**src/rtl/ball_motion_ctrl.sv**
```systemverilog
// ---------------------------------------------------------------------------
// ball_motion_ctrl
//   Ball physics and board-to-board hand-off controller for two-board pong.
//   The ball advances one step every tick period. Each step applies a
//   horizontal move, periodic gravity and floor/ceiling bounces. Paddle hits
//   on the local (left) side are accepted. When the ball reaches the right
//   column it is handed to the peer board over a valid/ready channel, or it
//   bounces locally when the design is built for a single board.
//
// Ports
//   clk_25MHZ, reset_n           clock, asynchronous active-low reset
//   game_start                   serve request (1-cycle pulse)
//   collision, hit_speed         local paddle hit and the speed level it sets
//   ball_x, ball_y, ball_vy      registered ball position / signed velocity
//   dir_right                    ball travelling right (state decode)
//   game_over, miss_count        local miss flag and saturating miss counter
//   tx_valid/tx_ready, tx_*      outgoing ball hand-off {y, vy, grav, speed}
//   rx_valid/rx_ready, rx_*      incoming ball from the peer board
// ---------------------------------------------------------------------------
module ball_motion_ctrl #(
   parameter int COORD_W     = 10,
   parameter int VEL_W       = 8,
   parameter int X_MAX       = 620,
   parameter int Y_MAX       = 239,
   parameter int X_STEP      = 10,
   parameter int TICK_BASE   = 270000,
   parameter int GRAV_PERIOD = 4,
   parameter int VY_MAX      = 15,
   parameter int SERVE_Y     = 220,
   parameter int SERVE_VY    = 3,
   parameter int TWO_BOARD   = 1
) (
   input  logic               clk_25MHZ,
   input  logic               reset_n,
   input  logic               game_start,
   input  logic               collision,
   input  logic [1:0]         hit_speed,
   output logic [COORD_W-1:0] ball_x,
   output logic [COORD_W-1:0] ball_y,
   output logic [VEL_W-1:0]   ball_vy,
   output logic               dir_right,
   output logic               game_over,
   output logic [7:0]         miss_count,
   output logic               tx_valid,
   input  logic               tx_ready,
   output logic [COORD_W-1:0] tx_y,
   output logic [VEL_W-1:0]   tx_vy,
   output logic [1:0]         tx_grav,
   output logic [1:0]         tx_speed,
   input  logic               rx_valid,
   output logic               rx_ready,
   input  logic [COORD_W-1:0] rx_y,
   input  logic [VEL_W-1:0]   rx_vy,
   input  logic [1:0]         rx_grav,
   input  logic [1:0]         rx_speed
);

   localparam int TICK_W = (TICK_BASE < 2) ? 1 : $clog2(TICK_BASE + 1);
   // Signed width for y + vy so that both overshoot directions are visible.
   localparam int YW     = COORD_W + 2;

   localparam logic [COORD_W-1:0]      X_MAX_C     = COORD_W'(X_MAX);
   localparam logic [COORD_W:0]        X_MAX_W     = (COORD_W + 1)'(X_MAX);
   localparam logic [COORD_W-1:0]      X_STEP_C    = COORD_W'(X_STEP);
   localparam logic [COORD_W:0]        X_STEP_W    = (COORD_W + 1)'(X_STEP);
   localparam logic [COORD_W-1:0]      Y_MAX_C     = COORD_W'(Y_MAX);
   localparam logic signed [YW-1:0]    Y_MAX_S     = YW'(Y_MAX);
   localparam logic signed [YW-1:0]    Y_ZERO_S    = YW'(0);
   localparam logic [COORD_W-1:0]      SERVE_Y_C   = COORD_W'(SERVE_Y);
   localparam logic signed [VEL_W-1:0] SERVE_V_C   = VEL_W'(-SERVE_VY);
   localparam logic signed [VEL_W:0]   V_ONE       = (VEL_W + 1)'(1);
   localparam logic [1:0]              GRAV_LAST   = 2'(GRAV_PERIOD - 1);
   localparam logic [TICK_W-1:0]       TICK_BASE_C = TICK_W'(TICK_BASE);
   localparam logic [TICK_W-1:0]       TICK_ONE    = TICK_W'(1);

   typedef enum logic [2:0] {
      S_IDLE,
      S_RUN_R,
      S_RUN_L,
      S_HANDOFF,
      S_REMOTE,
      S_OVER
   } state_t;

   // Clamp a one-bit-wider signed velocity into +/-VY_MAX.
   function automatic logic signed [VEL_W-1:0] sat_vy(input logic signed [VEL_W:0] v);
      logic signed [VEL_W:0] lim;
      logic signed [VEL_W:0] r;
      lim = (VEL_W + 1)'(VY_MAX);
      r   = v;
      if (v > lim) begin
         r = lim;
      end else if (v < -lim) begin
         r = -lim;
      end
      return r[VEL_W-1:0];
   endfunction

   state_t                  state_q, state_d;
   logic [COORD_W-1:0]      x_q, x_d;
   logic [COORD_W-1:0]      y_q, y_d;
   logic signed [VEL_W-1:0] vy_q, vy_d;
   logic [1:0]              grav_q, grav_d;
   logic [1:0]              speed_q, speed_d;
   logic [TICK_W-1:0]       tick_q, tick_d;
   logic                    tx_valid_q, tx_valid_d;
   logic                    game_over_q, game_over_d;
   logic [7:0]              miss_q, miss_d;

   logic [TICK_W-1:0]       period;
   logic                    step;
   logic                    grav_wrap;
   logic [1:0]              grav_next;
   logic signed [VEL_W:0]   vy_ext;
   logic signed [VEL_W-1:0] vy_grav;
   logic signed [VEL_W-1:0] vy_step;
   logic signed [YW-1:0]    y_sum;
   logic [COORD_W-1:0]      y_step;
   logic [COORD_W:0]        x_fwd;
   logic                    rx_ready_int;
   logic                    rx_take;
   logic                    do_serve;
   logic                    do_load;

   assign rx_ready_int = (state_q == S_REMOTE) || ((TWO_BOARD != 0) && (state_q == S_IDLE));
   assign rx_take      = rx_valid && rx_ready_int;

   // Tick period and the per-step physics candidates (used only on a step).
   always_comb begin
      period = TICK_BASE_C >> speed_q;
      // Fastest speed levels on a tiny base period still step once per clock.
      if (period == '0) begin
         period = TICK_ONE;
      end
      step      = (tick_q == (period - TICK_ONE));

      grav_wrap = (grav_q == GRAV_LAST);
      grav_next = grav_wrap ? 2'd0 : (grav_q + 2'd1);
      vy_ext    = (VEL_W + 1)'(vy_q);
      vy_grav   = grav_wrap ? sat_vy(vy_ext + V_ONE) : vy_q;

      // Position uses the velocity from before this step's gravity update.
      y_sum     = $signed({2'b00, y_q}) + YW'(vy_q);
      if (y_sum >= Y_MAX_S) begin
         y_step  = Y_MAX_C;
         vy_step = -vy_grav;
      end else if (y_sum <= Y_ZERO_S) begin
         y_step  = '0;
         vy_step = -vy_grav;
      end else begin
         y_step  = y_sum[COORD_W-1:0];
         vy_step = vy_grav;
      end

      x_fwd = {1'b0, x_q} + X_STEP_W;
   end

   // Next-state and datapath updates.
   always_comb begin
      state_d     = state_q;
      x_d         = x_q;
      y_d         = y_q;
      vy_d        = vy_q;
      grav_d      = grav_q;
      speed_d     = speed_q;
      tick_d      = tick_q;
      tx_valid_d  = tx_valid_q;
      game_over_d = game_over_q;
      miss_d      = miss_q;
      do_serve    = 1'b0;
      do_load     = 1'b0;

      unique case (state_q)
         S_IDLE: begin
            // An incoming ball has priority over a local serve.
            if (rx_take) begin
               do_load = 1'b1;
            end else if (game_start) begin
               do_serve = 1'b1;
            end
         end
         S_RUN_R: begin
            if (step) begin
               tick_d = '0;
               grav_d = grav_next;
               vy_d   = vy_step;
               y_d    = y_step;
               if (x_fwd >= X_MAX_W) begin
                  x_d = X_MAX_C;
                  if (TWO_BOARD != 0) begin
                     state_d    = S_HANDOFF;
                     tx_valid_d = 1'b1;
                  end else begin
                     state_d = S_RUN_L;
                  end
               end else begin
                  x_d = x_fwd[COORD_W-1:0];
               end
            end else begin
               tick_d = tick_q + TICK_ONE;
            end
         end
         S_RUN_L: begin
            // A paddle hit pre-empts a step landing in the same cycle.
            if (collision) begin
               state_d = S_RUN_R;
               speed_d = hit_speed;
            end else if (step) begin
               tick_d = '0;
               grav_d = grav_next;
               vy_d   = vy_step;
               y_d    = y_step;
               if (x_q <= X_STEP_C) begin
                  x_d         = '0;
                  state_d     = S_OVER;
                  game_over_d = 1'b1;
                  if (miss_q != 8'hFF) begin
                     miss_d = miss_q + 8'd1;
                  end
               end else begin
                  x_d = x_q - X_STEP_C;
               end
            end else begin
               tick_d = tick_q + TICK_ONE;
            end
         end
         S_HANDOFF: begin
            // Payload is the frozen ball state, so it is stable until accepted.
            if (tx_valid_q && tx_ready) begin
               tx_valid_d = 1'b0;
               state_d    = S_REMOTE;
            end
         end
         S_REMOTE: begin
            if (rx_take) begin
               do_load = 1'b1;
            end
         end
         S_OVER: begin
            if (game_start) begin
               do_serve = 1'b1;
            end
         end
         default: begin
            state_d = S_IDLE;
         end
      endcase

      if (do_load) begin
         state_d = S_RUN_L;
         x_d     = X_MAX_C;
         y_d     = (rx_y > Y_MAX_C) ? Y_MAX_C : rx_y;
         vy_d    = sat_vy((VEL_W + 1)'($signed(rx_vy)));
         grav_d  = rx_grav;
         speed_d = rx_speed;
      end

      if (do_serve) begin
         state_d     = S_RUN_R;
         x_d         = '0;
         y_d         = SERVE_Y_C;
         vy_d        = SERVE_V_C;
         grav_d      = 2'd0;
         speed_d     = 2'd0;
         game_over_d = 1'b0;
      end

      if (state_d != state_q) begin
         tick_d = '0;
      end
   end

   always_ff @(posedge clk_25MHZ or negedge reset_n) begin
      if (!reset_n) begin
         state_q     <= S_IDLE;
         x_q         <= '0;
         y_q         <= SERVE_Y_C;
         vy_q        <= SERVE_V_C;
         grav_q      <= 2'd0;
         speed_q     <= 2'd0;
         tick_q      <= '0;
         tx_valid_q  <= 1'b0;
         game_over_q <= 1'b0;
         miss_q      <= 8'd0;
      end else begin
         state_q     <= state_d;
         x_q         <= x_d;
         y_q         <= y_d;
         vy_q        <= vy_d;
         grav_q      <= grav_d;
         speed_q     <= speed_d;
         tick_q      <= tick_d;
         tx_valid_q  <= tx_valid_d;
         game_over_q <= game_over_d;
         miss_q      <= miss_d;
      end
   end

   assign ball_x     = x_q;
   assign ball_y     = y_q;
   assign ball_vy    = vy_q;
   assign dir_right  = (state_q == S_RUN_R);
   assign game_over  = game_over_q;
   assign miss_count = miss_q;
   assign tx_valid   = tx_valid_q;
   assign tx_y       = y_q;
   assign tx_vy      = vy_q;
   assign tx_grav    = grav_q;
   assign tx_speed   = speed_q;
   assign rx_ready   = rx_ready_int;

endmodule

```
**config.mk**
```make
export PLATFORM = sky130hd
export DESIGN_NAME = ball_motion_ctrl
export DESIGN_NICKNAME = d
export VERILOG_FILES = /design/src/rtl/ball_motion_ctrl.sv
export SDC_FILE = /design/constraint.sdc
export NUM_CORES = 1
export LEC_CHECK = 0
export BUFFER_PORTS_ARGS = -buffer_cell sky130_fd_sc_hd__buf_2
export CAP_MARGIN = 20
export CORE_MARGIN = 4
export CORE_UTILIZATION = 45
export CTS_CLUSTER_DIAMETER = 30
export DETAILED_ROUTE_END_ITERATION = 8
export PLACE_DENSITY = 0.66
export SKIP_CTS_REPAIR_TIMING = 1
export SYNTH_ARGS = -nofsm -noshare
export SYNTH_HDL_FRONTEND = slang
export SYNTH_SLANG_ARGS = --single-unit
```
**constraint.sdc**
```tcl
create_clock -name clk_25MHZ -period 3.6 [get_ports clk_25MHZ]
set_input_delay 0.54 -clock clk_25MHZ [delete_from_list [all_inputs] [get_ports clk_25MHZ]]
set_output_delay 0.54 -clock clk_25MHZ [all_outputs]
set_load 0.02 [all_outputs]
```
### Yosys cells after proc, flatten, opt, wreduce, memory -nomap -nowiden

Cells that the tools add are included.
Widths: inputs -> output; s select.

* word-level logic and storage cells: 135
* bits of input ports: 30
* output and inout port bits: 62
* register bits after elaboration: 64

* add/subtract/negate cells: 9
* reduce and logical (&&, ||, !) cells: 22
* bitwise operators: 1
* magnitude comparators: 9
* shifts and indexed selects: 1
* mux-type cells: 66
* eq/ne operators: 17

Operator list (count)
* $mux 10: 14
* $mux 8: 11
* $mux 19: 4
* $pmux 10 s2: 2
* $pmux 19 s2: 1
* $mux 3: 8
* $add 19x1->19 const B: 1
* $eq 19x19->1: 1
* $logic_not 19->1: 1
* $shr 19x2->19 const A: 1
* $sub 19x1->19 const B: 1
* $mux 2: 9
* $pmux 8 s2: 1
* $add 11x8->12: 1
* $ge 12x9->1 const B: 1
* $le 12x1->1 const B: 1
* $mux 1: 12
* $pmux 3 s4: 1
* $reduce_and 4->1: 3
* $add 10x4->11 const B: 1
* $ge 11x10->1 const B: 1
* $gt 10x8->1 const B: 1
* $le 10x4->1 const B: 1
* $sub 10x4->10 const B: 1
* 32 further kinds: 46

### Depth between registers and ports, before layout

Gate-level depths: netlist of run 1.

* depth after elaboration: 13
* mapped depth: 14
* mapped depth without buffers: 13

### Least setup slack after synthesis of run 1

Ideal clock, no wire load.

* kind: flip-flop to flip-flop
* from: register vy_q[0], in the netlist ball_vy[0]
* to: register vy_q[6], in the netlist ball_vy[6]
* path buffers: 1
* period minus slack after synthesis: 3.104 ns
* data required time: 3.540 ns
* setup time: 0.060 ns
* path slack: 0.496 ns
* arrival time: 3.043 ns
* cell stages (with the launch flop): 15
* path through: dfstp_2 ha_1 clkbuf_1 nand3_1 or2_2 a22oi_1 a211oi_1 nand2b_1 o21ai_0 a21boi_0 ha_1 nand2_1 o22ai_1 mux2_2 nand2_1

* longest elaborated chain between the ends: 13
* elaborated cells between the ends (all ways): 17
* those cells by class: add/sub (3); order compare (4); mux (10)

Ends and longest elaborated chain
* start: declaration: RTL line 102 `logic signed [VEL_W-1:0] vy_q, vy_d;`
* start signal: assignment: RTL line 289 `vy_q <= vy_d;`
* $add 8x2->9: RTL line 140 `vy_grav = grav_wrap ? sat_vy(vy_ext + V_ONE) : vy_q;`
* $lt 9x5->1: RTL line 93 `end else if (v < -lim) begin`
* $mux 8: RTL line 93
* $mux 8: RTL line 91 `if (v > lim) begin`
* $mux 8: RTL line 140
* $neg 8->8: RTL line 146, 149
* $mux 8: RTL line 147 `end else if (y_sum <= Y_ZERO_S) begin`
* $mux 8 (*): RTL line 144 `if (y_sum >= Y_MAX_S) begin`
* $mux 8 (*): RTL line 183, 208
* $mux 8: RTL line 205 `if (collision) begin`
* $pmux 8 s2 (*): RTL line 173 `unique case (state_q)`
* $mux 8 (*): RTL line 249 `if (do_load) begin`
* $mux 8 (*): RTL line 258 `if (do_serve) begin`

Every way passes the cells marked *; elsewhere a longest branch is shown, timed or not. The select of a mux whose other input is x is not followed.
A chain may end at the register's enable or synchronous reset.

### Worst setup path in the final report of run 1

Ends and elaborated chain as after synthesis.

==> metrics.md, run 1 <==
| Metric | Value |
|---|---|
| Status | `finished clean` |
| Yosys warnings | `0` |
| Main flop type after synthesis | `dfrtp_1` |
| Vias in the first global route | `approximately 4900` |
| Synth Net Count | `732` |
| VDD IR-drop max | `between 0.3 and 0.4 mV` |
| Vias per cell | `between 5 and 6` |
| DR vias | `5256` |
| Cell Pwr Density | `approximately 1000 nW/um^2` |
| Initial antenna violation count | `0` |
| I/O pin total | `between 90 and 100` |
| DIE HEIGHT | `~120 um` |
| Avg Cell Area, Syn | `8.10 um^2` |
| # diodes | `0` |
| GP Congestion | `slightly above 0.9` |
| CP startpoint kind | `register` |
| Leak | `2.80 nW` |
| Clk_lat worst skew | `0.33 ns` |
| CTS tree | `yes` |
| Die X | `118 um` |
| Largest net degree at the start of global routing | `33` |
| Tot GR Track Use | `0.215` |
| Final Setup Violations | `0` |
| Final hold slack | `around 0.25 ns` |
| R2R depth | `13` |
| First-pass GRT wire length | `24900 um` |
| Final period util | `0.935` |
| Clock root buffer | `clkbuf_16` |
| Worst-path clk slew | `approximately 0.06 ns` |
| Critical path origin | `ball_vy[0]` |
| Reg2reg end | `ball_vy[6]` |
| Pre-CTS setup slack | `0.243 ns` |
| Buffers on Ports | `90` |
| Min setup slack post-route | `0.235 ns` |
| Setup Skew | `0.00822 ns` |
| Crit path DAT | `between 3 and 4 ns` |
| Post-synth EDFFs | `0` |
| Synth async-reset ratio | `1.00` |
| Sink Count | `63` |
| H-tree Lvls | `3` |
| Initial Util | `0.468` |
| DRT iter0 DRCs | `319` |
| Antenna-violating nets left | `0` |
| Setup Crit Path Kind | `register to register` |
| Nets | `800` |
| Seq/Total Area, Yosys | `0.293` |
| Worst Path Required | `between 3 and 4 ns` |
| R2R Path Start | `ball_vy[0]` |
| CTS max path bufs | `2` |
| DRC | `0` |
| Core Rows | `39` |
| Filler cell count | `around 1100` |
| Tightest Hold Check Type | `primary input to asynchronous set/reset pin` |
| Drt pass-1 iters | `5` |
| RSZ-0062 raised after global routing | `no` |
| Cell area after synthesis | `5440 um^2` |
| Die area | `13900 um^2` |
| Worst-path fanout max | `14` |
| Final Hold Fails | `0` |
| Crit path capture type | `register` |
| MaxCap Viol Count | `0` |
| Routed len/inst | `between 15 and 20 um` |
| Post-synthesis cell count | `672` |
| Area Growth Syn to Fin | `14.9%` |
| Pins over their slew limit | `0` |
| Actual slew at the worst max-slew pin | `0.825 ns` |
| R2r setup slk | `0.23 ns` |
| FMAX | `297 MHz` |
| Grt ovf | `0` |
| Share of layout cells above drive strength 1 | `0.209` |
| Clock period minus worst slack | `3.37 ns` |
| Post-synth cell types | `83` |
| Routed wire length | `15000 um` |
| Slew HR | `0.446` |
| CTS buffer count | `9` |
| Core area | `11600 um^2` |
| HPWL after detailed placement | `~12000 um` |
| Setup_tns | `0 ns` |
| Synth Register Bits | `63` |
[worst max path at each step]
stage	endpoint	slack (ns)
after global routing	ball_vy[3]	0.004
after CTS	ball_vy[6]	0.22
after detailed placement	ball_vy[6]	0.24
after floorplan	ball_vy[6]	0.50
after global placement	ball_vy[6]	0.33
final	ball_vy[6]	0.23
[report_power, final]
part	internal [mW]	leakage, nW	switching (mW)
clock network	0.613	0.157	0.338
registers	0.905	0.809	0.330
logic	1.64	1.84	2.41
total	3.15	2.80	3.08
[placed cells by master (no fill, tap or decap), types with 4 or more instances in the layout]
cell type,netlist,layout
and2_1,6,6
ha_1,29,28
a21o_1,5,5
buf_4,19,15
a311oi_1,4,4
nand2_1,67,66
nand4_1,7,7
o21a_1,6,6
nand3_1,19,19
nor3_1,14,14
a21oi_1,39,39
or2_2,5,5
o22ai_1,11,11
nor2_1,79,79
and4_1,4,4
nor2b_1,8,8
inv_1,22,22
a211oi_1,11,11
o211ai_1,9,9
o21ai_0,37,37
a22oi_1,6,6
and3_1,9,9
nor3b_1,4,4
or3_1,11,11
xnor2_1,25,25
xor2_1,26,26
dfrtp_1,51,51
nand2b_1,12,12
clkbuf_16,0,9
buf_2,6,90
a221oi_1,4,4
dfstp_2,12,12
a31oi_1,4,4
o21ai_1,5,5
nor4_1,4,4
[state kept, by name (all words and copies together), names as in the netlist, 2 cells and up]
signal and flops:
tick_q 19, ball_y 10, ball_x 9, ball_vy 8, miss_count 8, state_q 3, tx_grav 2, tx_speed 2
[metrics by stage]
step,util,cell area (um^2),power [mW],instances
after detailed placement,0.509,5910,5.20,872
final,0.538,6250,6.23,888
after global routing,0.538,6250,6.72,888
after global placement,0.509,5910,5.15,872
after CTS,0.537,6240,6.20,888
after floorplan,-,5440,4.30,672
[logic make-up (layout without fill, tap and decap cells)]
logic type | count (synthesis) | after routing | share of synthesized area
buf+inv | 71 | 144 | 0.0653
other cells | 1 | 1 | 0.000689
fa+ha+maj | 30 | 30 | 0.0704
flops | 63 | 63 | 0.293
xor+xnor | 51 | 51 | 0.0821
mux | 5 | 5 | 0.00989
compound gates | 187 | 187 | 0.236
simple gates | 264 | 264 | 0.243
[layer usage]
metal,wire (um),track usage,share of wire,vias to the layer above
met1,6700,0.296,0.45,2478
met4,272,0.0645,0.018,0
met3,1010,0.0380,0.067,24
li1,-,-,-,2564
met2,7020,0.345,0.47,190
met5,0,0,0,-
[worst max-delay path, stage by stage (launching register included)]
cell      delay [ns]
dfstp_2         0.68
inv_1           0.11
ha_1            0.35
nand2_1         0.15
o32ai_1         0.12
a211oi_1        0.47
nor2_1          0.14
o21ai_0         0.18
a21boi_0        0.27
ha_1            0.21
nand2_1         0.07
o22ai_1         0.14
mux2_2          0.35
nand2_1         0.07
[synthesized netlist by cell type (all sizes together) (5+ instances only)]
cell / instances / share of area
nand4: 7 / 0.0080
o22ai: 11 / 0.013
nand2: 67 / 0.046
a21oi: 39 / 0.036
xnor2: 25 / 0.040
a21o: 5 / 0.0069
dfrtp: 51 / 0.23
dfstp: 12 / 0.058
inv: 23 / 0.016
a22oi: 6 / 0.0083
or2: 6 / 0.0074
xor2: 26 / 0.042
nor3: 14 / 0.013
nor2b: 8 / 0.0092
a211oi: 11 / 0.015
nand2b: 12 / 0.014
and2: 6 / 0.0069
nor2: 80 / 0.056
buf: 26 / 0.034
or3: 11 / 0.013
and3: 9 / 0.010
o211ai: 10 / 0.015
clkbuf: 22 / 0.016
o21ai: 43 / 0.040
nand3: 19 / 0.017
o21a: 6 / 0.0083
ha: 29 / 0.067
a31oi: 5 / 0.0069
[cell type report]
| class | instances | area, um^2 | area share |
|---|---|---|---|
| multi-input combinational | 538 | 3500 | 0.561 |
| sequential | 63 | 1590 | 0.255 |
| timing repair buffer | 105 | 563 | 0.0901 |
| clock buffer | 9 | 225 | 0.0360 |
| tap | 143 | 179 | 0.0286 |
| clock inverter | 7 | 103 | 0.0164 |
| inverter | 23 | 86.3 | 0.0138 |
Note: power is estimated with default switching activity, not from simulation.
==> run 2, diff against run 1 <==
--- a/config.mk
+++ b/config.mk
@@ -7,11 +7,13 @@
 export LEC_CHECK = 0
 export BUFFER_PORTS_ARGS = -buffer_cell sky130_fd_sc_hd__buf_2
 export CAP_MARGIN = 20
+export CELL_PAD_IN_SITES_DETAIL_PLACEMENT = 1
+export CELL_PAD_IN_SITES_GLOBAL_PLACEMENT = 1
 export CORE_MARGIN = 4
-export CORE_UTILIZATION = 45
+export CORE_UTILIZATION = 43
 export CTS_CLUSTER_DIAMETER = 30
 export DETAILED_ROUTE_END_ITERATION = 8
-export PLACE_DENSITY = 0.66
+export PLACE_DENSITY = 0.82
 export SKIP_CTS_REPAIR_TIMING = 1
 export SYNTH_ARGS = -nofsm -noshare
 export SYNTH_HDL_FRONTEND = slang
==> run 2 against run 1 <==
Clock power up 4.1%. Count of clock-buffer cells in the layout stayed put. Non-clock buffer count grew 10. Critical path depth up 1. Maximum frequency rose by 0.29%. Critical path type unchanged. Largest power group unchanged.
==> metrics.md, run 2 (synthesis gave the netlist of run 1 again) <==
| Metric | Value |
|---|---|
| Status | `finished clean` |
| Crit path DAT | `3.64 ns (about the same)` |
| Vias per cell | `6.01 (+1.6%)` |
| Part of the power in combinational logic | `0.664 (+0.015)` |
| Final Hold Fails | `0 (unchanged)` |
| HPWL after detailed placement | `13800 um (+20%)` |
| Most common cell after layout, fill and taps aside | `buf_2` |
| # diodes | `0 (unchanged)` |
| Nets | `810 (+1.3%)` |
| Core area | `12200 um^2 (+5.1%)` |
| Min setup slack post-route | `0.244 ns (+0.00967 ns)` |
| Final Setup Violations | `0 (unchanged)` |
| Clock period minus worst slack | `3.36 ns (-0.00967 ns)` |
| Clock root buffer | `clkbuf_16` |
| Clk_lat worst skew | `0.35 ns (+0.02 ns)` |
| Switching share of power | `0.514 (+0.0196)` |
| Grt ovf | `0 (unchanged)` |
| Pwr Total | `6.59 mW (+5.8%)` |
| Cell Pwr Density | `1040 nW/um^2 (+4.0%)` |
| Core Rows | `40 (+2.6%)` |
| Share of layout cells above drive strength 1 | `0.219 (+0.00915)` |
| Setup Skew | `0.00999 ns (+0.00177 ns)` |
| Worst-path fanout max | `9 (-5)` |
| Largest register FFs | `19 (unchanged)` |
| Die area | `14500 um^2 (+4.3%)` |
| DRT iter0 DRCs | `329 (+3.1%)` |
| Routed wire length | `18700 um (+24%)` |
| Pre-CTS setup slack | `0.224 ns (-0.0193 ns)` |
| DIE HEIGHT | `120 um (+2.1%)` |
| R2r setup slk | `0.24 ns (about the same)` |
| Tot GR Track Use | `0.258 (+0.0429)` |
| Sink Count | `63 (unchanged)` |
| Initial antenna violation count | `0 (unchanged)` |
| VDD IR-drop max | `0.494 mV (+36%)` |
| Drt pass-1 iters | `5 (unchanged)` |
| Antenna-violating nets left | `0 (unchanged)` |
| First-pass GRT wire length | `30100 um (+21%)` |
| CTS tree | `yes` |
| Vias in the first global route | `5704 (+16%)` |
| R2R depth | `14 (+1)` |
| Actual slew at the worst max-slew pin | `0.609 ns (-0.217 ns)` |
| DR vias | `5550 (+5.6%)` |
| Total internal power | `3.21 mW (+1.7%)` |
| Reg with most FFs | `tick_q` |
| Reg2reg end | `ball_vy[6]` |
| Post-route cell area | `6350 um^2 (+1.6%)` |
| Area Growth Syn to Fin | `16.8%` |
| Leak | `2.85 nW (+1.7%)` |
| Placed Area | `5990 um^2 (+1.3%)` |
| CP startpoint kind | `register` |
| Filler cell count | `1552 (+42%)` |
| Seq pwr share | `0.186 (-0.012)` |
| Initial Util | `0.445 (-0.0229)` |
| Worst-path clk slew | `0.06 ns (about the same)` |
| GP Congestion | `0.942 (+3.2%)` |
| Die X | `120 um (+2.1%)` |
| Switching power | `3.38 mW (+10%)` |
| MaxCap Viol Count | `0 (unchanged)` |
| Buffers on Ports | `90 (unchanged)` |
| Slew HR | `0.584 (+0.137)` |
| Clk network pwr share | `0.150 (-0.002)` |
| CTS buffer count | `9 (unchanged)` |
| Pins over their slew limit | `0 (unchanged)` |
| I/O pin total | `92 (unchanged)` |
| Final core utilization | `0.520 (-0.0180)` |
| RSZ-0062 raised after global routing | `no` |
| Setup_tns | `0 ns (unchanged)` |
| Setup Crit Path Kind | `register to register` |
| Tightest Hold Check Type | `primary input to asynchronous set/reset pin` |
| H-tree Lvls | `3 (unchanged)` |
| DRC | `0 (unchanged)` |
| Largest net degree at the start of global routing | `40 (+21%)` |
| FMAX | `298 MHz (+0.29%)` |
| Most frequent cells in the layout | `buf_2 (90), nor2_1 (79), nand2_1 (66), dfrtp_1 (51), a21oi_1 (39)` |
| Worst Path Required | `3.88 ns (about the same)` |
| R2R Path Start | `ball_vy[0]` |
| Critical path origin | `ball_vy[0]` |
| Crit path capture type | `register` |
| CTS max path bufs | `2 (unchanged)` |
| Final period util | `0.932 (-0.00269)` |
| Routed len/inst | `20.2 um (+20%)` |
run 2: worst max-delay path by stage:
stage                       endpoint  depth (start not counted)
after floorplan           ball_vy[6]                         14
after global placement    ball_vy[6]                         13
after detailed placement  ball_vy[6]                         13
after CTS                 ball_vy[5]                         11
after global routing      ball_vy[6]                         11
final                     ball_vy[6]                         14
run 2: area by class of cell:
type	count	area, um^2	share of cell area
clock inverters	7	103	0.0161
multi-input cells	538	3500	0.551
flip-flops and latches	63	1590	0.250
repair buffers	115	638	0.100
clock buffers	9	225	0.0354
inverters	23	86.3	0.0136
well taps	168	210	0.0331
run 2: metrics by stage:
| stage | std cells | hold slack (ns) |
|---|---|---|
| finish | 923 | 0.198 |
| floorplan | 672 | 0.244 |
| global route | 923 | 0.237 |
| global placement | 903 | 0.478 |
| detailed placement | 903 | 0.488 |
| CTS | 919 | 0.218 |
run 2: worst max-delay path: stages (launching register included):
cell and delay (ns):
dfstp_2 0.59, ha_1 0.24, buf_4 0.20, and3_1 0.19
a31oi_1 0.12, a22oi_1 0.29, a211oi_1 0.18, nand2b_1 0.20
o21ai_0 0.17, a21boi_0 0.28, ha_1 0.22, nand2_1 0.07
o22ai_1 0.13, mux2_2 0.35, nand2_1 0.07
run 2: per-layer routing:
metal	routed length (um)	GRT usage	vias up	part of all wire
met5	0	0	-	0
met4	305	0.0800	0	0.016
met3	861	0.0355	25	0.046
met2	9230	0.435	171	0.49
met1	8280	0.344	2783	0.44
li1	-	-	2571	-
run 2: power by group through the flow:
stage | sequential [mW] | combinational, mW | clock [mW]
2_1_floorplan | 1.24 | 3.06 | 0
3_3_place_gp | 1.21 | 3.99 | 0
3_5_place_dp | 1.24 | 4.20 | 0
5_1_grt | 1.26 | 4.75 | 1.02
4_1_cts | 1.23 | 4.29 | 0.986
6_report | 1.23 | 4.38 | 0.989
